===== config.mk =====
export PLATFORM = sky130hd
export DESIGN_NAME = osc_edge_counter
export DESIGN_NICKNAME = d
export VERILOG_FILES = /design/src/rtl/osc_edge_counter_pkg.sv /design/src/rtl/osc_sync_edge.sv /design/src/rtl/osc_edge_counter.sv
export SDC_FILE = /design/constraint.sdc
export NUM_CORES = 1
export LEC_CHECK = 0
export CAP_MARGIN = 0
export CORE_ASPECT_RATIO = 1.2
export CORE_MARGIN = 1
export CORE_UTILIZATION = 45
export CTS_CLUSTER_SIZE = 8
export DETAILED_ROUTE_END_ITERATION = 10
export GPL_TIMING_DRIVEN = 0
export PLACE_DENSITY = 0.7
export SLEW_MARGIN = 40
export SYNTH_ARGS = -nofsm -noshare
export SYNTH_HDL_FRONTEND = slang
export SYNTH_SLANG_ARGS = --single-unit

===== constraint.sdc =====
create_clock -name CLK -period 3.2 [get_ports CLK]
set_clock_uncertainty 0.05 [all_clocks]
set_input_delay 0.64 -clock CLK [delete_from_list [all_inputs] [get_ports CLK]]
set_output_delay 0.64 -clock CLK [all_outputs]
set_load 0.005 [all_outputs]

===== src/rtl/osc_edge_counter_pkg.sv =====
// Shared types and default widths for the oscillator edge counter and its
// generator wrapper.
package osc_edge_counter_pkg;

  typedef enum logic [1:0] {
    ST_IDLE  = 2'd0,
    ST_ARM   = 2'd1,
    ST_COUNT = 2'd2,
    ST_DONE  = 2'd3
  } state_t;

  localparam int CNT_W_DEF       = 24;
  localparam int WIN_W_DEF       = 16;
  localparam int SYNC_STAGES_DEF = 2;

endpackage


===== src/rtl/osc_sync_edge.sv =====
// Synchronizes the asynchronous oscillator into CLK and flags each rising
// edge for one cycle; clr masks the flag while the history is being primed.
module osc_sync_edge #(
  parameter int SYNC_STAGES = 2
) (
  input  logic CLK,
  input  logic RST,
  input  logic clr,
  input  logic osc_in,
  output logic rise_pulse
);

  logic [SYNC_STAGES-1:0] sync_q;
  logic                   prev_q;

  always_ff @(posedge CLK) begin
    if (RST) begin
      sync_q <= '0;
      prev_q <= 1'b0;
    end else begin
      sync_q <= {sync_q[SYNC_STAGES-2:0], osc_in};
      prev_q <= sync_q[SYNC_STAGES-1];
    end
  end

  // History keeps tracking during clr, so the first counted cycle compares
  // against a real previous sample rather than a stale one.
  assign rise_pulse = sync_q[SYNC_STAGES-1] & ~prev_q & ~clr;

endmodule


===== src/rtl/osc_edge_counter.sv =====
// Counts synchronized oscillator rising edges over a window of win_len CLK
// cycles, reporting a saturating count with an overflow flag.
module osc_edge_counter
  import osc_edge_counter_pkg::*;
#(
  parameter int CNT_W       = CNT_W_DEF,
  parameter int WIN_W       = WIN_W_DEF,
  parameter int SYNC_STAGES = SYNC_STAGES_DEF
) (
  input  logic             CLK,
  input  logic             RST,
  input  logic             osc_in,
  input  logic             start,
  input  logic [WIN_W-1:0] win_len,
  output logic             busy,
  output logic             done,
  output logic [CNT_W-1:0] count,
  output logic             ovf
);

  localparam logic [CNT_W-1:0] CNT_MAX = '1;

  state_t           state;
  logic [WIN_W-1:0] win_cnt;
  logic             rise_pulse;

  osc_sync_edge #(
    .SYNC_STAGES(SYNC_STAGES)
  ) u_sync (
    .CLK       (CLK),
    .RST       (RST),
    .clr       (state == ST_ARM),
    .osc_in    (osc_in),
    .rise_pulse(rise_pulse)
  );

  always_ff @(posedge CLK) begin
    if (RST) begin
      state   <= ST_IDLE;
      win_cnt <= '0;
      busy    <= 1'b0;
      done    <= 1'b0;
      count   <= '0;
      ovf     <= 1'b0;
    end else begin
      case (state)
        ST_IDLE: begin
          done <= 1'b0;
          if (start) begin
            win_cnt <= win_len;
            busy    <= 1'b1;
            state   <= ST_ARM;
          end
        end
        ST_ARM: begin
          count <= '0;
          ovf   <= 1'b0;
          if (win_cnt == '0) begin
            busy  <= 1'b0;
            done  <= 1'b1;
            state <= ST_DONE;
          end else begin
            state <= ST_COUNT;
          end
        end
        ST_COUNT: begin
          if (rise_pulse) begin
            if (count == CNT_MAX) ovf <= 1'b1;
            else                  count <= count + CNT_W'(1);
          end
          win_cnt <= win_cnt - WIN_W'(1);
          // The edge sampled in the final window cycle is still counted above.
          if (win_cnt == WIN_W'(1)) begin
            busy  <= 1'b0;
            done  <= 1'b1;
            state <= ST_DONE;
          end
        end
        ST_DONE: begin
          done  <= 1'b0;
          state <= ST_IDLE;
        end
        default: state <= ST_IDLE;
      endcase
    end
  end

endmodule


* After elaboration in Yosys (flattened, before gate mapping) *
Index checks and enable logic that the tools add are counted.

word-level totals
  register bits = 48
  input bits = 20
  output and inout port bits = 27
  logic and storage cells = 56

cells by class
  add/subtract/negate cells = 2
  eq/ne operators = 11
  mux-type cells = 19
  bitwise logic cells = 4
  reductions and logical operators = 12

operators with widths
  kind                                                 number
  two-way mux 24 bit                                   2
  case mux 24 bit (2 select lines)                     1
  case mux 16 bit (2 select lines)                     1
  adder 24 x 1 -> 24 bit (second input constant)       1
  == test 24 bit (second input constant)               1
  == test 16 x 1 -> 1 bit (second input constant)      1
  logical NOT 16 bit                                   1
  two-way mux 16 bit                                   1
  subtractor 16 x 1 -> 16 bit (second input constant)  1
  != test 2 bit (second input constant)                6
  two-way mux 1 bit                                    8
  case mux 2 bit (4 select lines)                      1
  case mux 1 bit (3 select lines)                      2
  AND reduction 2 bit                                  3
  AND reduction 3 bit                                  2
  == test 2 bit (second input constant)                2
  two-way mux 2 bit                                    2
  AND reduction 4 bit                                  1
  nonzero test 2 bit                                   2
  nonzero test 3 bit                                   1
  bitwise AND 1 bit                                    2
  == test 2 x 1 -> 1 bit (second input constant)       1
  logical NOT 2 bit                                    1
  NOT 1 bit                                            2
  other kinds (2)                                      2

* Longest topological paths before layout *
  depth after elaboration = 5
  gate-level depth with buffers = 9

* Modules after synthesis *
A second synthesis with hierarchy kept.

second synthesis, totals
  cells, all modules = 324
  area total of the unflattened synthesis = 2802.7 µm²

by module, submodules not included
  module            times used  cells each  area each (µm²)  sequential area each (µm²)
  osc_edge_counter  1           317         2711.4           900.9
  osc_sync_edge     1           7           91.3             60.1

* Least setup slack after synthesis *
OpenSTA, ideal clock, no wires.

  path kind = register to register
  start point = register state[1]
  end point = register count[21]
  library setup time = 0.071 ns
  arrival time = 1.998 ns
  path slack = 1.082 ns
  cell stages (with the launch flop) = 8
  clock period less this slack = 2.118 ns
  cell sequence = dfxtp_1 -> inv_1 -> ha_1 -> and4bb_2 -> o2111ai_2 -> a211o_1 -> or4_1 -> a21oi_1

between the ends
  longest elaborated chain between the ends = 5

ends and longest elaborated chain
  element                        RTL line                                        text
  start: declaration             osc_edge_counter.sv:23                          state_t state;
  start signal: assignment       osc_edge_counter.sv:39                          state <= ST_IDLE;
  start signal: assignment       osc_edge_counter.sv:52                          state <= ST_ARM;
  start signal: assignment       osc_edge_counter.sv:61                          state <= ST_DONE;
  == test 2 x 1 -> 1 bit         osc_edge_counter.sv:32, osc_edge_counter.sv:46
  NOT 1 bit                      osc_sync_edge.sv:28                             assign rise_pulse = sync_q[SYNC_STAGES-1] & ~prev_q & ~clr;
  bitwise AND 1 bit              osc_sync_edge.sv:28
  != test 2 bit (no line)        --
  AND reduction 3 bit (no line)  --
  end signal: assignment         osc_edge_counter.sv:69                          else count <= count + CNT_W'(1);
  end: declaration               osc_edge_counter.sv:17                          output logic [CNT_W-1:0] count,

Parallel ways exist; a longest one is shown, timed or not.
A chain may end at the register's enable or synchronous reset.

* Worst setup path in the final report *
Ends and elaborated chain as after synthesis.

==> results.md <==
* Sequential power share at 35.5%
* Fmax at 0.418 GHz
* Maxcap violations at 0
* Crit path max fanout at 9
* Sw Ratio at 42.1%
* CTS Hold Bufs at 0
* Filler instances at 565
* DP Cell Count at 452
* Sequential-to-total area share from yosys stat at 36.0%
* Core Region at 5710 um2
* Req. time, crit path at 3380 ps
* Top delay family on crit path: simple AND/OR/NAND/NOR gates
* Type of the worst min-delay path: reg -> reg
* Fin area at 3320 um2
* Combinational Power Share at 47.8%
* ANT cells at 0
* Synth Warn # at 0
* Inserted Clock Buffers at 5
* Hold Vio Cnt, Final at 0
* Worst slew pin tran at 815 ps
* Maximum vdd drop at 355 uV
* Syn Inst Count at 326
* Slowest CP cell: or4_1
* Vias at 2568
* DRT antenna net count at 0
* Vias in the first global route at 2424
* Slew Limit Fails at 0
* Startpoint class of the critical path: flip-flop
* Clk slew on worst S/H paths at 90 ps
* # DRC at 0
* Antenna violations before repair at 0
* PwrDens at 679 nW/um2
* Synthesized area per cell at 8.19 um2
* Drt wl/cell at 13.7 um
* Detail Placement HPWL at 4630 um
* Bufs on Longest Clock Path at 2
* Initial DRC Count at 124
* Non-filler cells in the finished layout at 460
* Final worst path period need at 2390 ps
* Crit path cell chain: inv_1 -> ha_1 -> and4bb_2 -> o2111ai_2 -> a211o_1 -> or4_1 -> a21oi_1
* Clk sinks at 48
* Die height at 86.4 um
* Final period utilization at 74.7%
* Status: finished, final reports clean
* Setup CP Type: reg -> reg
* GPL Wtd Cong at 0.895
* Sequential cell area at 961 um2
* Cell variety after synth at 52
* Die X at 72.3 um
* Syn nets at 353
* Static Leak at 1.10 nW
* Port bufs at 46
* DRT Pass-1 Iters at 5
* Final setup vio count at 0
* Area of the multi-input gates at 1590 um2
* Synthesis-stage register bit count at 48
* Psw at 0.948 mW
* Fin util at 58.2%
* Floorplan row count at 30
* Post_cts resized at 0
* Flop2flop setup slack at 810 ps
* CP Buf/Inv Count at 1
* CTS tree: built
* Starting Density at 46.8%
* Unrepaired setup endpoints after global routing: false
* Grt ovf at 0
* GRT Overall Usage at 21.3%
* Cell Int Power at 1.31 mW
* Post-synth EDFFs at 0
* Clock power frac at 16.8%
* Largest net degree at the start of global routing at 14
* Die area at 6240 um2
* CTS root buf: clkbuf_8
* H-tree levels at 2
* Crit end category: flip-flop
* Worst rel slew slack at 45.2%
* DP Area at 3230 um2
* Synth async-reset ratio at 0%
* Nets@finish at 406
* Delay of the slowest critical-path stage at 420 ps
* Post-synth top flop: dfxtp_1
* Final WL at 6300 um
* Cell area after synthesis at 2670 um2
* Arr. time, crit path at 2580 ps
* Area delta synth->final at 24.4%
* Total power at 2.25 mW
* Share of layout cells above drive strength 1 at 5.26%
* Avg Vias per Cell at 5.58
* Postcts setup bufs at 0
* IO Count at 47
* Setup TNS at 0 ps
* Worst-Skew Late Latency at 300 ps
* First-pass GRT wire length at 10700 um
cells in the mapped netlist, types with 5 or more instances:
master     n  area share [%]
dfxtp_1   48              36
nor2_1    38             5.3
nand2_1   27             3.8
a21oi_1   24             4.5
clkbuf_1  15             2.1
nand3_1   13             2.4
o21ai_0   13             2.4
xnor2_1   10             3.3
inv_1      9             1.3
a22oi_1    8             2.3
mux2i_1    8             3.0
ha_1       7             3.3
or3_1      7             1.6
a211oi_1   6             1.7
nor2b_1    6             1.4
nor4_1     6             1.4
and2_1     5             1.2
nand4_1    5             1.2
nor3_1     5            0.94
o22ai_1    5             1.2
state kept, by name, indices dropped and copies added (netlist names):
signal         count
u_sync.sync_q      2
u_sync.prev_q      1
busy               1
win_cnt           16
state              2
ovf                1
count             24
done               1
placed cells by master (no fill, tap or decap), types with 8 or more instances in the layout:
cell type | Yosys | layout
dfxtp_1 | 48 | 48
xnor2_1 | 10 | 10
mux2i_1 | 8 | 8
o21ai_0 | 13 | 13
nor2_1 | 38 | 38
clkbuf_1 | 15 | 17
inv_1 | 9 | 9
a22oi_1 | 8 | 8
nand2_1 | 27 | 27
clkdlybuf4s50_1 | 0 | 46
a21oi_1 | 24 | 24
nand3_1 | 13 | 13
through the flow:
step	setup slack [ps]	hold slack, ps
after floorplan	1080	364
after global placement	617	366
after detailed placement	605	378
after CTS	775	401
after global routing	594	434
final	809	396
power by group through the flow:
stage / registers, mW / clock network [mW] / logic [mW]
finish: 0.799 / 0.378 / 1.08
global route: 0.816 / 0.413 / 1.20
CTS: 0.799 / 0.391 / 1.07
detailed placement: 0.812 / 0 / 1.07
global placement: 0.809 / 0 / 1.05
floorplan: 0.794 / 0 / 0.811
layer usage:
layer	part of all wire, %	up-vias	global-route usage, %
li1	-	1291	-
met1	42	1200	23.6
met2	53	71	39.6
met3	4.4	6	4.53
met4	0.73	0	7.49
met5	0	-	0
area by class of cell:
type	count	share of cell area, %
flip-flops and latches	48	28.9
plain buffers	20	2.64
multi-input cells	249	47.8
well taps	80	3.02
inverters	9	1.02
clock buffers	8	2.71
repair buffers	46	13.9
cells by family (layout without fill, tap and decap cells):
group                    Yosys count  in the layout  synth area share [%]
buffers and inverters             29             83                  4.55
AO/OA/AOI/OAI                     83             83                  21.0
XOR/XNOR                          14             14                  4.59
AND/OR/NAND/NOR                  135            135                  26.8
adder cells (fa/ha/maj)            7              7                  3.28
multiplexers                      10             10                  3.84
flip-flops                        48             48                  36.0
worst reg2reg max path, stage by stage (launching register included):
cell,delay (ps)
dfxtp_1,360
inv_1,100
ha_1,260
and4bb_2,400
o2111ai_2,180
a211o_1,410
or4_1,420
a21oi_1,140
worst paths after layout:
path | start | to | depth (start not counted)
worst max-delay path | state[1]$_SDFFE_PP0P_ | count[21]$_SDFFE_PP0P_ | 7
worst min-delay path | u_sync.sync_q[0]$_SDFF_PP0_ | u_sync.sync_q[1]$_SDFF_PP0_ | 1
worst max register to register | state[1]$_SDFFE_PP0P_ | count[21]$_SDFFE_PP0P_ | 7
worst min register to register | u_sync.sync_q[0]$_SDFF_PP0_ | u_sync.sync_q[1]$_SDFF_PP0_ | 1
No activity file was read; power rests on OpenSTA's default activity.
